--- src/rtl/gmii_tx_framer_pkg.sv ---
// Shared types and constants for the GMII transmit framer.
package gmii_tx_framer_pkg;

    typedef enum logic [2:0] {
        IDLE, PRE, SFD, DATA, PAD, FCS, IFG, ABORT
    } state_e;

    localparam logic [7:0]  PREAMBLE_BYTE = 8'h55;
    localparam logic [7:0]  SFD_BYTE      = 8'hD5;
    localparam logic [31:0] CRC_POLY      = 32'h04C11DB7;
    localparam logic [31:0] CRC_INIT      = 32'hFFFFFFFF;

    function automatic logic [31:0] bitrev32(input logic [31:0] v);
        logic [31:0] r;
        r = '0;
        for (int i = 0; i < 32; i++) r[i] = v[31-i];
        return r;
    endfunction

endpackage

--- src/rtl/gmii_tx_framer_crc32_d8.sv ---
// Byte-wide reflected CRC-32 next-state function (LSB of data first).
module crc32_d8
    import gmii_tx_framer_pkg::*;
(
    input  logic [31:0] crc_i,
    input  logic [7:0]  data_i,
    output logic [31:0] crc_o
);

    localparam logic [31:0] POLY_R = bitrev32(CRC_POLY);

    logic [31:0] c;

    always_comb begin
        c = crc_i ^ {24'h0, data_i};
        for (int i = 0; i < 8; i++) begin
            c = c[0] ? ((c >> 1) ^ POLY_R) : (c >> 1);
        end
        crc_o = c;
    end

endmodule

--- src/rtl/gmii_tx_framer.sv ---
// GMII transmit framer: preamble/SFD, payload with zero padding,
// CRC-32 FCS, inter-frame gap and underrun abort.
module gmii_tx_framer
    import gmii_tx_framer_pkg::*;
#(
    parameter int unsigned PREAMBLE_LEN = 7,
    parameter int unsigned MIN_PAYLOAD  = 60,
    parameter int unsigned PAD_EN       = 1,
    parameter int unsigned IFG_BYTES    = 12
) (
    input  logic       tx_clk_125,
    input  logic       rst,
    input  logic       tx_clock_enable_sink,
    input  logic [7:0] s_data,
    input  logic       s_valid,
    input  logic       s_last,
    output logic       s_ready,
    output logic [7:0] tx_d,
    output logic       tx_en,
    output logic       tx_er,
    output logic       busy,
    output logic       frame_done,
    output logic       underrun
);

    localparam logic [15:0] PRE_LAST = 16'(PREAMBLE_LEN - 1);
    localparam logic [15:0] MIN_P    = 16'(MIN_PAYLOAD);
    localparam logic [15:0] IFG_LAST = 16'(IFG_BYTES - 1);

    state_e      state_q, state_d;
    logic [15:0] cnt_q, cnt_d;
    logic [31:0] crc_q, crc_d;
    logic [7:0]  tx_d_q, tx_d_d;
    logic        tx_en_q, tx_en_d;
    logic        tx_er_q, tx_er_d;
    logic        done_q, done_d;
    logic        urun_q, urun_d;

    logic [15:0] cnt_inc;
    logic        pad_need;
    logic [7:0]  crc_byte;
    logic [31:0] crc_next;

    // The state names the byte that goes out at the next enabled edge.
    assign cnt_inc  = (cnt_q == 16'hFFFF) ? cnt_q : cnt_q + 16'd1;
    assign pad_need = (PAD_EN != 0) && (cnt_inc < MIN_P);
    assign crc_byte = (state_q == PAD) ? 8'h00 : s_data;

    crc32_d8 u_crc (
        .crc_i  (crc_q),
        .data_i (crc_byte),
        .crc_o  (crc_next)
    );

    always_ff @(posedge tx_clk_125) begin
        if (rst) begin
            state_q <= IDLE;
            cnt_q   <= '0;
            crc_q   <= CRC_INIT;
            tx_d_q  <= '0;
            tx_en_q <= 1'b0;
            tx_er_q <= 1'b0;
            done_q  <= 1'b0;
            urun_q  <= 1'b0;
        end else if (tx_clock_enable_sink) begin
            state_q <= state_d;
            cnt_q   <= cnt_d;
            crc_q   <= crc_d;
            tx_d_q  <= tx_d_d;
            tx_en_q <= tx_en_d;
            tx_er_q <= tx_er_d;
            done_q  <= done_d;
            urun_q  <= urun_d;
        end
    end

    always_comb begin
        state_d = state_q;
        case (state_q)
            IDLE:  if (s_valid) state_d = (PREAMBLE_LEN > 1) ? PRE : SFD;
            PRE:   if (cnt_q == PRE_LAST) state_d = SFD;
            SFD:   state_d = DATA;
            DATA: begin
                if (!s_valid)    state_d = ABORT;
                else if (s_last) state_d = pad_need ? PAD : FCS;
            end
            PAD:   if (cnt_inc >= MIN_P) state_d = FCS;
            FCS:   if (cnt_q == 16'd3) state_d = IFG;
            IFG:   if (cnt_q >= IFG_LAST) state_d = IDLE;
            ABORT: state_d = (IFG_BYTES > 1) ? IFG : IDLE;
            default: state_d = IDLE;
        endcase
    end

    always_comb begin
        tx_d_d  = 8'h00;
        tx_en_d = 1'b0;
        tx_er_d = 1'b0;
        done_d  = 1'b0;
        urun_d  = 1'b0;
        cnt_d   = cnt_q;
        crc_d   = crc_q;
        case (state_q)
            IDLE: begin
                crc_d = CRC_INIT;
                cnt_d = 16'd0;
                if (s_valid) begin
                    tx_d_d  = PREAMBLE_BYTE;
                    tx_en_d = 1'b1;
                    cnt_d   = 16'd1;
                end
            end
            PRE: begin
                tx_d_d  = PREAMBLE_BYTE;
                tx_en_d = 1'b1;
                cnt_d   = cnt_inc;
            end
            SFD: begin
                tx_d_d  = SFD_BYTE;
                tx_en_d = 1'b1;
                cnt_d   = 16'd0;
            end
            DATA: begin
                tx_en_d = 1'b1;
                if (s_valid) begin
                    tx_d_d = s_data;
                    crc_d  = crc_next;
                    cnt_d  = (s_last && !pad_need) ? 16'd0 : cnt_inc;
                end else begin
                    tx_er_d = 1'b1;
                    urun_d  = 1'b1;
                    cnt_d   = 16'd0;
                end
            end
            PAD: begin
                tx_en_d = 1'b1;
                crc_d   = crc_next;
                cnt_d   = (cnt_inc >= MIN_P) ? 16'd0 : cnt_inc;
            end
            FCS: begin
                tx_d_d  = ~crc_q[7:0];
                tx_en_d = 1'b1;
                crc_d   = {8'h00, crc_q[31:8]};
                cnt_d   = cnt_inc;
                if (cnt_q == 16'd3) begin
                    done_d = 1'b1;
                    cnt_d  = 16'd0;
                end
            end
            IFG:   cnt_d = cnt_inc;
            // The abort byte-time's successor is already the first gap byte.
            ABORT: cnt_d = 16'd1;
            default: cnt_d = 16'd0;
        endcase
    end

    assign s_ready    = (state_q == DATA) & tx_clock_enable_sink;
    assign busy       = (state_q != IDLE);
    assign tx_d       = tx_d_q;
    assign tx_en      = tx_en_q;
    assign tx_er      = tx_er_q;
    assign frame_done = done_q;
    assign underrun   = urun_q;

endmodule

--- config.mk ---
export PLATFORM = sky130hd
export DESIGN_NAME = gmii_tx_framer
export DESIGN_NICKNAME = d
export VERILOG_FILES = /design/src/rtl/gmii_tx_framer_pkg.sv /design/src/rtl/gmii_tx_framer_crc32_d8.sv /design/src/rtl/gmii_tx_framer.sv
export SDC_FILE = /design/constraint.sdc
export NUM_CORES = 1
export LEC_CHECK = 0
export CORE_UTILIZATION = 40
export CTS_BUF_LIST = sky130_fd_sc_hd__clkbuf_8 sky130_fd_sc_hd__clkbuf_16
export CTS_CLUSTER_DIAMETER = 50
export DETAILED_ROUTE_END_ITERATION = 6
export PLACE_DENSITY = 0.66
export SLEW_MARGIN = 20
export SYNTH_ARGS = -nofsm -noshare
export SYNTH_HDL_FRONTEND = slang
export SYNTH_SLANG_ARGS = --single-unit
export TNS_END_PERCENT = 30
--- constraint.sdc ---
create_clock -name tx_clk_125 -period 6.15 [get_ports tx_clk_125]
set_input_delay 1.23 -clock tx_clk_125 [delete_from_list [all_inputs] [get_ports tx_clk_125]]
set_output_delay 1.23 -clock tx_clk_125 [all_outputs]
set_load 0.05 [all_outputs]
==> flow_summary.ini, run 1 <==
[clock_tree]
cts_setup_buffers = 0
cts.repair.resized = 0
cts_buffer_depth = 2
worstSkewPairLatency_ns = 0.36
postCtsHoldBufs = 0
cts_tree = yes
root_buffer = clkbuf_8
numClockSinks = 62
htree_levels = 3
clkTransAtPathRegs_ns = 0.06
numCtsBuffers = 9

[sta]
fin_crit_sh = 0.701
grt_setup_unrepaired = false
period_minus_slack_ns = 4.31
fin_skew_ns = 0.00667
timing.hold.ws_ns = 0.465
max_freq_mhz = 232
setup_viol = 0
tightest_slew_ns = 0.963
hold_violations = 0
slew_headroom = 0.357
tns_ns = 0
final_max_slew_viol_count = 0

[setup_path]
cp_max_fo = 25
start_kind = input pin
cp.required_ns = 4.92
crit_top_cell = clkdlybuf4s50_1
worst_path_largest_cell_delay_ns = 0.82
path_buf_inv = 3
cp-end-kind = output pin
cp_top_family = buffers and inverters
crit_arrival_ns = 3.08
cp_cell_sequence = clkdlybuf4s50_1 -> buf_4 -> and3_1 -> clkdlybuf4s50_1
path_class = in2out
slowest_stage = clkdlybuf4s50_1

[die]
rows = 38
die_area_um2 = 11700
core_area_um2 = 10900
die_y_um = 108
die_width_um = 108
start_util = 0.414
io_pins = 27

[detailed_routing]
vias = 4352
drt_iter0_drc = 338
drtPass1Iterations = 4
ant_nets = 0
drt-total-wl_um = 12300
wl_per_cell_um = 17.0
drc = 0
via_per_inst = 6.01

[synthesis]
ys_types = 67
syn_area_um2 = 4510
synth_ff_type = dfxtp_1
avgSynthCellArea_um2 = 7.68
ys_seq_area_frac = 0.275
synth_cells = 587
ys_async_sr_fraction = 0
ys_warn_count = 0
syn_nets = 602
ys_ff_latch = 62
synth_edf_count = 0

[place]
place_congestion = 0.895
io_buffers = 26
dp_hpwl_um = 8420
dp_cells = 709

[global_routing]
first_global_vias = 4000
grt_usage = 0.220
grt_antenna_before_repair = 0
overflow = 0
grt_max_degree = 52
grt_pass1_wl_um = 19800

[power_and_ir_drop]
p_leak_uw = 0.00168
power_density_nw_per_um2 = 229
peakVddDrop_v = 0.000131
finalPower_uw = 1130

[worst_hold_path]
worst_hold_path_type = reg2reg

[final_layout]
drive_gt1_frac = 0.0599
area_growth_pct = 9.24
fin_nets = 595
instances_no_fill = 724
fillCellCount = 1079
diodes = 0

[outcome]
status = complete, no violations

[job]
max-cap-violations = 0
[sequential cells by signal, summed over array words and instances, names as in the netlist, named ones only]
signal	count
cnt_q	16
underrun	1
tx_en	1
crc_q	32
frame_done	1
tx_d	8
state_q	2
[synth_stat cells (7+ instances only)]
cell type | n | area, um2
o21a_1 | 9 | 67.6
nor4_1 | 13 | 81.3
clkbuf_1 | 39 | 146
inv_1 | 10 | 37.5
mux2i_1 | 8 | 80.1
o221ai_1 | 8 | 70.1
o22ai_1 | 13 | 81.3
nor2b_1 | 14 | 87.6
nand3_1 | 31 | 155
nand4_1 | 7 | 43.8
nor2_1 | 43 | 161
xor2_1 | 8 | 70.1
xnor2_1 | 31 | 272
dfxtp_1 | 62 | 1240
a21oi_1 | 59 | 295
nand2_1 | 60 | 225
o21ai_0 | 30 | 150
o21ai_1 | 12 | 60.1
and2_1 | 9 | 56.3
nor3_1 | 26 | 130
[cell type report]
cell class,instances,area (um2),share of cell area
flip-flops and latches,62,1240,0.252
repair buffers,30,285,0.0579
clock buffers,9,124,0.0252
clock inverters,6,25.0,0.00508
multi-input cells,467,3040,0.617
well taps,140,175,0.0356
inverters,10,37.5,0.00762
[layer usage]
| metal | share of wire | global-route usage | vias up |
|---|---|---|---|
| li1 | - | - | 2116 |
| met1 | 0.44 | 0.276 | 2068 |
| met2 | 0.48 | 0.360 | 142 |
| met3 | 0.064 | 0.0494 | 26 |
| met4 | 0.021 | 0.0920 | 0 |
| met5 | 0 | 0 | - |
[layout by cell type, fill, tap and decap left out, types with 5 or more instances in the layout]
cell type / netlist / final
and2_1: 9 / 9
nor4_1: 13 / 13
clkbuf_8: 0 / 9
xor2_1: 8 / 8
inv_1: 10 / 14
a21oi_1: 59 / 59
dfxtp_1: 62 / 62
o221ai_1: 8 / 8
nand2_1: 60 / 60
mux2i_1: 8 / 8
a31oi_1: 5 / 5
xnor2_1: 31 / 31
o21ai_1: 12 / 11
clkdlybuf4s50_1: 0 / 25
and3_1: 6 / 6
o22ai_1: 13 / 13
nor3_1: 26 / 26
nor2b_1: 14 / 14
o21a_1: 9 / 9
nand3_1: 31 / 31
nand4_1: 7 / 7
nand2b_1: 6 / 6
xnor3_1: 5 / 5
o21ai_0: 30 / 30
nor2_1: 43 / 43
[through the flow]
| stage | setup slack (ns) | instance area (um2) | util |
|---|---|---|---|
| 5_1_grt | 1.77 | 4920 | 0.452 |
| 3_5_place_dp | 1.85 | 4770 | 0.439 |
| 4_1_cts | 1.85 | 4920 | 0.452 |
| 2_1_floorplan | 2.94 | 4510 | - |
| 6_report | 1.84 | 4920 | 0.452 |
| 3_3_place_gp | 1.86 | 4770 | 0.439 |
[worst min-delay path, cell delays in order, from the launching register on]
cell and delay [ns]:
dfxtp_1 0.31, nand2_1 0.06, a21oi_1 0.05
[where the power goes]
group / internal, uW / total, uW / switching [uW]
Combinational: 165 / 374 / 209
Clock: 137 / 296 / 160
Sequential: 426 / 457 / 31.7
Total: 728 / 1130 / 400
[logic make-up after synthesis]
group	Yosys count	share of synthesized area
compound gates	171	0.250
xor+xnor	51	0.134
fa+ha+maj	2	0.00555
buf+inv	58	0.0536
flops	62	0.275
mux	8	0.0178
simple gates	235	0.264
[final timing paths]
check	startpoint	endpoint	slack, ns	cells after the start
hold reg to reg	tx_d[1]	tx_d[1]	0.47	2
setup reg to reg	flip-flop	crc_q[19]	2.36	7
setup / recovery	tx_clock_enable_sink	s_ready	1.84	4
hold / removal	tx_d[1]	tx_d[1]	0.47	2
Note: power is estimated with default switching activity, not from simulation.
==> run 2, diff against run 1 <==
==> constraint.sdc (replaced) <==
create_clock -name tx_clk_125 -period 4.3 [get_ports tx_clk_125]
set_input_delay 0.86 -clock tx_clk_125 [delete_from_list [all_inputs] [get_ports tx_clk_125]]
set_output_delay 0.86 -clock tx_clk_125 [all_outputs]
set_load 0.05 [all_outputs]
==> flow_summary.ini, run 2 (synthesis results as in run 1) <==
[outcome]
status = complete, no violations

[final_layout]
instances_no_fill = 728
fin_nets = 600
seqCellArea_um2 = 1240
top_register = crc_q
area_growth_pct = 10.2
mostFrequentLayoutCells = dfxtp_1 (62), nand2_1 (60), a21oi_1 (59)
largest_register_ffs = 32
diodes = 0
fillCellCount = 1054
multi_input_area_um2 = 3040
final_core_util = 0.456
final_common_cell = dfxtp_1
drive_gt1_frac = 0.0714

[die]
rows = 38
die_width_um = 108
core_area_um2 = 10900
start_util = 0.414
io_pins = 27
die_area_um2 = 11700
die_y_um = 108

[sta]
tns_ns = 0
setup_ws_ns = 0.941
fin_skew_ns = 0.0117
hold_violations = 0
grt_setup_unrepaired = false
setup_viol = 0
final_max_slew_viol_count = 0
period_minus_slack_ns = 3.36
tightest_slew_ns = 0.840
slew_headroom = 0.438
fin_crit_sh = 0.781
max_freq_mhz = 298

[setup_path]
critPathLaunch = state_q[1]
regToRegSetupSlack_ns = 1.08
crit_arrival_ns = 2.50
r2r_end = cnt_q[2]
start_kind = flip-flop
cp.required_ns = 3.44
r2r-start = cnt_q[0]
cp-endpoint = busy
reg2reg_depth = 7
cp_cell_sequence = nor2_2 -> nand2_1 -> clkdlybuf4s50_1
worst_path_largest_cell_delay_ns = 0.76
cp-end-kind = output pin
path_class = reg2out
cp_max_fo = 22
slowest_stage = clkdlybuf4s50_1

[detailed_routing]
drtPass1Iterations = 5
wl_per_cell_um = 17.3
drt_iter0_drc = 379
drt-total-wl_um = 12600
ant_nets = 0
drc = 0
via_per_inst = 6.07
vias = 4419

[clock_tree]
root_buffer = clkbuf_8
cts.repair.resized = 0
numCtsBuffers = 9
cts_setup_buffers = 0
clkTransAtPathRegs_ns = 0.07
numClockSinks = 62
worstSkewPairLatency_ns = 0.35
htree_levels = 3
cts_tree = yes
cts_buffer_depth = 2
postCtsHoldBufs = 0

[global_routing]
grt_antenna_before_repair = 0
grt_usage = 0.227
overflow = 0
grt_max_degree = 35
first_global_vias = 4093
grt_pass1_wl_um = 20700

[place]
dp_cells = 714
dp_hpwl_um = 8820
io_buffers = 26
place_ws_ns = 0.893
place_congestion = 0.857

[job]
max-cap-violations = 0

[worst_hold_path]
worst_hold_path_type = reg2reg
hold_path_depth = 2

[power_and_ir_drop]
peakVddDrop_v = 0.000199
finalPower_uw = 1630
power_density_nw_per_um2 = 328
p_leak_uw = 0.00170
-- run 2: through the flow --
stage               cell area (um2)  hold WS (ns)
global placement               4810         0.454
finish                         4960         0.472
detailed placement             4810         0.468
floorplan                      4510         0.456
CTS                            4960         0.477
global route                   4960         0.495
-- run 2: final cells by class --
class,instances,area share
inverters,10,0.00756
multi-input cells,467,0.611
well taps,140,0.0353
clock inverters,4,0.00353
flip-flops and latches,62,0.250
repair buffers,35,0.0645
clock buffers,10,0.0277
-- run 2: critical path, delay by kind of cell, from the launching register on --
| kind | cells | cell delay (ns) |
|---|---|---|
| buffers and inverters | 1 | 0.76 |
| flip-flops | 1 | 0.54 |
| AND/OR/NAND/NOR | 2 | 0.85 |
-- run 2: report_power, final --
group	switching, uW	internal [uW]
Combinational	297	239
Sequential	45.5	609
Clock	225	212
-- run 2: worst min-delay path by stage --
stage | startpoint | end | slack, ns
after floorplan | crc_q[10] | crc_q[10] | 0.46
after global placement | frame_done | frame_done | 0.45
after detailed placement | tx_d[3] | tx_d[3] | 0.47
after CTS | tx_d[3] | tx_d[3] | 0.48
after global routing | frame_done | frame_done | 0.49
final | tx_d[5] | tx_d[5] | 0.47
-- run 2: layer usage --
| layer | global-route usage | vias to the layer above | routed length [um] |
|---|---|---|---|
| li1 | - | 2112 | - |
| met2 | 0.368 | 174 | 5840 |
| met5 | 0 | - | 0 |
| met4 | 0.0851 | 0 | 306 |
| met3 | 0.0488 | 29 | 908 |
| met1 | 0.293 | 2104 | 5550 |
==> run 3, diff against run 2 <==
==> constraint.sdc (replaced) <==
create_clock -name tx_clk_125 -period 3.4 [get_ports tx_clk_125]
set_input_delay 0.68 -clock tx_clk_125 [delete_from_list [all_inputs] [get_ports tx_clk_125]]
set_output_delay 0.68 -clock tx_clk_125 [all_outputs]
set_load 0.05 [all_outputs]
==> flow_summary.ini, run 3 (synthesis results as in run 1) <==
[clock_tree]
numCtsBuffers = 9
root_buffer = clkbuf_8
numClockSinks = 62
clkTransAtPathRegs_ns = 0.07
htree_levels = 3
cts_buffer_depth = 2
cts_tree = yes
worstSkewPairLatency_ns = 0.37

[global_routing]
grt_pass1_wl_um = 20600
overflow = 0
grt_antenna_before_repair = 0
first_global_vias = 3989
grt_usage = 0.232
grt_max_degree = 32

[final_layout]
largest_register_ffs = 32
top_register = crc_q
diodes = 0
mostFrequentLayoutCells = dfxtp_1 (62), nand2_1 (60), a21oi_1 (59)
area_growth_pct = 15.8
final_common_cell = dfxtp_1
drive_gt1_frac = 0.107
fin_nets = 617

[die]
die_area_um2 = 11700
start_util = 0.414
io_pins = 27
rows = 38
die_width_um = 108
die_y_um = 108
core_area_um2 = 10900

[sta]
final_max_slew_viol_count = 0
fin_skew_ns = 0.00914
hold_violations = 0
slew_headroom = 0.359
grt_setup_unrepaired = false
timing.hold.ws_ns = 0.464
max_freq_mhz = 328
period_minus_slack_ns = 3.05
setup_viol = 0
fin_crit_sh = 0.896
tightest_slew_ns = 0.955
tns_ns = 0

[setup_path]
worst_path_largest_cell_delay_ns = 0.75
cp_max_fo = 11
cp_cell_sequence = buf_4 -> nor2_2 -> nand2_1 -> clkdlybuf4s50_1
crit_arrival_ns = 2.37
cp-end-kind = output pin
path_class = reg2out
start_kind = flip-flop
cp.required_ns = 2.72
slowest_stage = clkdlybuf4s50_1

[detailed_routing]
drt-total-wl_um = 13000
wl_met1_um = 5700
wl_per_cell_um = 17.4
top_layer = met4
drt_iter0_drc = 363
ant_nets = 0
met2WireLength_um = 6010
drc = 0
via_per_inst = 6.00
wl_met3_um = 844
drtPass1Iterations = 5
vias = 4485

[place]
io_buffers = 26
place_congestion = 0.907
dp_hpwl_um = 9260

[power_and_ir_drop]
p_leak_uw = 0.00182
peakVddDrop_v = 0.000263
power_density_nw_per_um2 = 457

[worst_hold_path]
worst_hold_path_type = reg2reg

[job]
max-cap-violations = 0

[outcome]
status = complete, no violations
## run 3: cell count changes in the layout (fill, tap and decap cells not counted), sizes merged
cell,before,now
clkinv,2,0
clkbuf,10,11
inv,12,10
bufinv,0,3
clkinvlp,0,2
buf,11,28
## run 3: path summary, 6_finish.rpt
path,startpoint,slack (ns),endpoint,cells after the start
worst max-delay path,state_q[1],0.35,busy,4
worst min-delay path,tx_d[1],0.46,tx_d[1],2
worst max register to register,cnt_q[0],0.41,cnt_q[4],9
worst min register to register,tx_d[1],0.46,tx_d[1],2
## run 3: metrics by stage
| step | total power, uW | cells | instance area (um2) | setup WS [ns] | utilization |
|---|---|---|---|---|---|
| 6_report | 2390 | 747 | 5220 | 0.355 | 0.479 |
| 5_1_grt | 2490 | 747 | 5220 | 0.0662 | 0.479 |
| 4_1_cts | 2390 | 745 | 5190 | 0.304 | 0.477 |
| 3_5_place_dp | 1540 | 729 | 4930 | 0.218 | 0.453 |
| 3_3_place_gp | 1530 | 729 | 4930 | 0.291 | 0.453 |
| 2_1_floorplan | 1360 | 587 | 4510 | 0.792 | - |
## run 3: final cells by class
| type | count | area (um2) |
|---|---|---|
| timing repair buffer | 52 | 460 |
| tap | 140 | 175 |
| inverter | 10 | 37.5 |
| fill | 1082 | 5670 |
| sequential | 62 | 1240 |
| clock inverter | 5 | 105 |
| multi-input combinational | 467 | 3050 |
| clock buffer | 11 | 151 |
## run 3: repair_timing
item,4_1_cts,5_1_grt
hold buffers,0,0
buffers inserted,0,2
resized for setup,0,2
endpoints found under the setup margin,0,4
hold endpoints to repair,0,0
## run 3: worst max-delay path, delay by kind of cell (launching register included)
kind                   cells  cell delay [ns]
DFF                        1             0.33
buffers and inverters      2             0.92
and+or+nand+nor            2             0.75
## run 3: report_power, final
part           internal, uW  total (uW)  leakage (uW)  switching, uW
registers               770         821      0.000508           51.7
logic                   318         711       0.00119            393
clock network           527         854      0.000122            328
total                  1610        2390       0.00182            772
## run 3: routing by layer
layer	GRT usage	up-vias
li1	-	2159
met2	0.374	162
met5	0	-
met1	0.292	2130
met3	0.0567	34
met4	0.0998	0
==> edit 1: new RTL, config.mk and constraints of run 1 <==
Compare `cnt_q` against `PRE_LAST` with >= in place of ==.
--- a/src/rtl/gmii_tx_framer.sv
+++ b/src/rtl/gmii_tx_framer.sv
@@ -78,7 +78,7 @@
         state_d = state_q;
         case (state_q)
             IDLE:  if (s_valid) state_d = (PREAMBLE_LEN > 1) ? PRE : SFD;
-            PRE:   if (cnt_q == PRE_LAST) state_d = SFD;
+            PRE:   if (cnt_q >= PRE_LAST) state_d = SFD;
             SFD:   state_d = DATA;
             DATA: begin
                 if (!s_valid)    state_d = ABORT;
Check against the original RTL: same outputs for any inputs over 10 cycles, from zero or initial values and one cycle with rst high; that may be too few to reach the edited logic, so the function may still have changed.
==> edit 1 against run 1 <==
Sequential cell count did not move. Synthesized area fell by 0.53%. Worst setup slack improved by 0.071 ns. Power rose by 12%. Wire length rose by 3.3%. Sequential share of layout area fell by 0.27 points. Non-clock buffer count did not move. Final area rose by 1.1%.
==> edit 1: results (changes against run 1) <==
status=finished clean; synth cell count leaders=nor2_1, a21oi_1, dfxtp_1; min cycle time layout=4.24 ns (-0.0713 ns); Iter 0 DRT Violations=442 (+31%); worst slack, placed=1.89 ns (+0.0362 ns); mux contribution to synthesized area=0.0156 (-0.00214); Compound-Gate Fraction of Synth Area=0.264 (+0.0142); first-pass GRT wire length=20,300 um (+2.6%); Fillers=1,104 (+2.3%); vias in the first global route=3,853 (-3.7%); Met2 Wirelength=5740 um (-2.4%); fin cells=726 (+0.28%); XOR/XNOR Fraction of Synth Area=0.143 (+0.00908); DR pass1 iterations=5 (+1); global placement routability congestion=0.912 (+1.9%); PwrDens=253 nW/um2 (+10%); vias per cell=5.92 (-1.5%); Setup Skew=0.0143 ns (+0.00762 ns); CP Max Fanout=10 (-60%); Synth Area per Inst=7.62 um2 (-0.70%); flop2flop setup slack=2.63 ns (+0.27 ns); WL/cell=17.6 um (+3.1%); post-detail-place hpwl=8830 um (+4.8%); Synthesized Nets=603 (+0.17%); dominant cells by area after synthesis=dfxtp_1, a21oi_1, xnor2_1, nor2_1, nand2_1; met1 WL=6080 um (+12%); placed insts=710 (+0.14%); met3 GRT Util=0.0478 (-0.00161); pin count of the biggest net entering global routing=54 (+3.8%); met1 usage=0.311 (+0.0349)
[edit 1: path summary, 6_finish.rpt]
kind / from / to / cells after the start
setup / recovery: tx_clock_enable_sink / s_ready / 4
hold / removal: tx_en$_SDFFE_PP0P_ / tx_en$_SDFFE_PP0P_ / 2
setup reg to reg: register / crc_q[22]$_SDFFE_PP1P_ / 7
hold reg to reg: tx_en$_SDFFE_PP0P_ / tx_en$_SDFFE_PP0P_ / 2
[edit 1: critical path: cells and delay by family]
family / cells / cell delay, ns
AND/OR/NAND/NOR: 1 / 0.19
buffers and inverters: 3 / 1.60
[edit 1: cell type report]
cell class	count	area share
multi-input cells	466	0.602
flip-flops and latches	62	0.249
repair buffers	30	0.0573
well taps	140	0.0352
clock buffers	10	0.0277
clock inverters	6	0.0189
inverters	12	0.00905
[edit 1: report_power, final]
part	switching, mW	leakage, nW	internal (mW)	total (mW)
Clock	0.186	0.113	0.242	0.428
Combinational	0.209	1.09	0.166	0.375
Sequential	0.0305	0.509	0.426	0.456
==> edit 2: new RTL, config.mk and constraints of run 1 <==
Made on the original files. Change the parameter `PAD_EN` from 1 to 0.
--- a/src/rtl/gmii_tx_framer.sv
+++ b/src/rtl/gmii_tx_framer.sv
@@ -5,7 +5,7 @@
 #(
     parameter int unsigned PREAMBLE_LEN = 7,
     parameter int unsigned MIN_PAYLOAD  = 60,
-    parameter int unsigned PAD_EN       = 1,
+    parameter int unsigned PAD_EN       = 0,
     parameter int unsigned IFG_BYTES    = 12
 ) (
     input  logic       tx_clk_125,
Behaviour: no difference found for any inputs over 10 cycles, from zero or initial values and one cycle with rst high; that may be too few to reach the edited logic, so the function may still have changed.
==> edit 2 against run 1 <==
Sequential cell count stayed put. Synthesized area is 7.1% lower. Wire length is 12% lower. Die area is 6.9% lower. Final area is 4.3% lower. Power is 41% higher. Worst setup slack better by 0.0070 ns. Core utilization is 2.1 points higher. Critical path type unchanged.
==> edit 2: results (changes against run 1) <==
final WL=10,900 um (-12%); fin cells=696 (-3.9%); period utilization=0.700 (-0.00114); Fillers=965 (-11%); flop2flop setup slack=2.71 ns (+0.35 ns); Clk Latency, worst-skew pair=0.36 ns (about the same); slew at the pin closest to its max-slew limit=0.910 ns (-0.0529 ns); CP Data Arrival Time=3.07 ns (about the same); dominant cells by area after synthesis=dfxtp_1, xnor2_1, a21oi_1, nand2_1, o21ai_0; Synth Area per Inst=7.58 um2 (-1.3%); Synthesized Nets=568 (-5.6%); Unique masters post-synth=60 (-10%); Setup Skew=0.0163 ns (+0.00964 ns); first-pass GRT wire length=18,100 um (-8.4%); CP Max Fanout=34 (+36%); sequential fraction of the synthesis area=0.296 (+0.0209); DR pass1 iterations=5 (+1); status=finished clean; Sw Ratio=0.410 (+0.0554); placed insts=680 (-4.1%); pin count of the biggest net entering global routing=49 (-5.8%); P_leak=1.54 nW (-8.0%); Peak VDD IR=0.140 mV (+6.6%); worst slack, placed=1.85 ns (+0.00104 ns); vias in the first global route=3,538 (-12%); r2r endpoint=crc_q[18]$_SDFFE_PP1P_; Iter 0 DRT Violations=266 (-21%); DR vias=3,961 (-9.0%); layout cell share with drive strength beyond 1=0.0710 (+0.0111); gr usage total=0.205 (-0.0147); synth cell count leaders=nand2_1, dfxtp_1, a21oi_1; global placement routability congestion=0.910 (+1.7%)
==> edit 2: cell count changes in the layout (fill, tap and decap cells not counted), sizes merged, moves of 7 or more <==
| cell | before | now |
|---|---|---|
| xor2 | 9 | 20 |
| nor3 | 26 | 11 |
| o221ai | 8 | 0 |
| nor2b | 14 | 6 |
| nand2 | 60 | 70 |
| a221oi | 7 | 0 |
| o21ai | 42 | 49 |
| and2 | 9 | 2 |
| nor4 | 14 | 7 |
| inv | 14 | 7 |
==> edit 2: per-layer routing <==
metal	global-route usage	routed length, um
met1	0.296	5330
met2	0.309	4850
met3	0.0313	596
met4	0.0643	129
met5	0	0
==> edit 2: worst min path at each step <==
| stage | start | to | slack, ns | cells after the start |
|---|---|---|---|---|
| after floorplan | crc_q[27]$_SDFFE_PP1P_ | crc_q[27]$_SDFFE_PP1P_ | 0.45 | 2 |
| after global placement | tx_en$_SDFFE_PP0P_ | tx_en$_SDFFE_PP0P_ | 0.45 | 2 |
| after detailed placement | tx_en$_SDFFE_PP0P_ | tx_en$_SDFFE_PP0P_ | 0.45 | 2 |
| after CTS | tx_en$_SDFFE_PP0P_ | tx_en$_SDFFE_PP0P_ | 0.47 | 2 |
| after global routing | frame_done$_SDFFE_PP0P_ | frame_done$_SDFFE_PP0P_ | 0.51 | 2 |
| final | tx_en$_SDFFE_PP0P_ | tx_en$_SDFFE_PP0P_ | 0.46 | 2 |
==> edit 2: cells by family (layout without fill, tap and decap cells) <==
| kind of cell | after synthesis | in the layout | share of synthesized area |
|---|---|---|---|
| AND/OR/NAND/NOR | 206 | 206 | 0.234 |
| adder cells (fa/ha/maj) | 2 | 2 | 0.00597 |
| flip-flops | 62 | 62 | 0.296 |
| multiplexers | 4 | 4 | 0.0102 |
| XOR/XNOR | 61 | 61 | 0.160 |
| buffers and inverters | 45 | 55 | 0.0424 |
| AO/OA/AOI/OAI | 173 | 173 | 0.251 |
==> edit 2: metrics by stage <==
stage	total power, mW	hold slack [ns]	area (um2)
floorplan	1.07	0.448	4190
global placement	1.22	0.451	4520
detailed placement	1.23	0.454	4520
CTS	1.59	0.465	4710
global route	1.69	0.508	4710
finish	1.59	0.463	4710
==> edit 2: power groups by stage <==
stage               sequential [mW]  combinational [mW]  clock [mW]
global placement              0.538               0.681           0
global route                  0.542               0.762       0.384
finish                        0.531               0.697       0.360
detailed placement            0.540               0.690           0
floorplan                     0.525               0.549           0
CTS                           0.530               0.695       0.367
==> edit 2: critical path: stages <==
cell and delay, ns:
clkdlybuf4s50_1 0.45, buf_4 0.32, and3_1 0.24, clkdlybuf4s50_1 0.81
==> edit 2: layout make-up <==
class,instances,area share
multi-input combinational,446,0.591
sequential,62,0.263
timing repair buffer,33,0.0653
tap,133,0.0353
clock buffer,9,0.0263
clock inverter,7,0.0138
inverter,6,0.00478
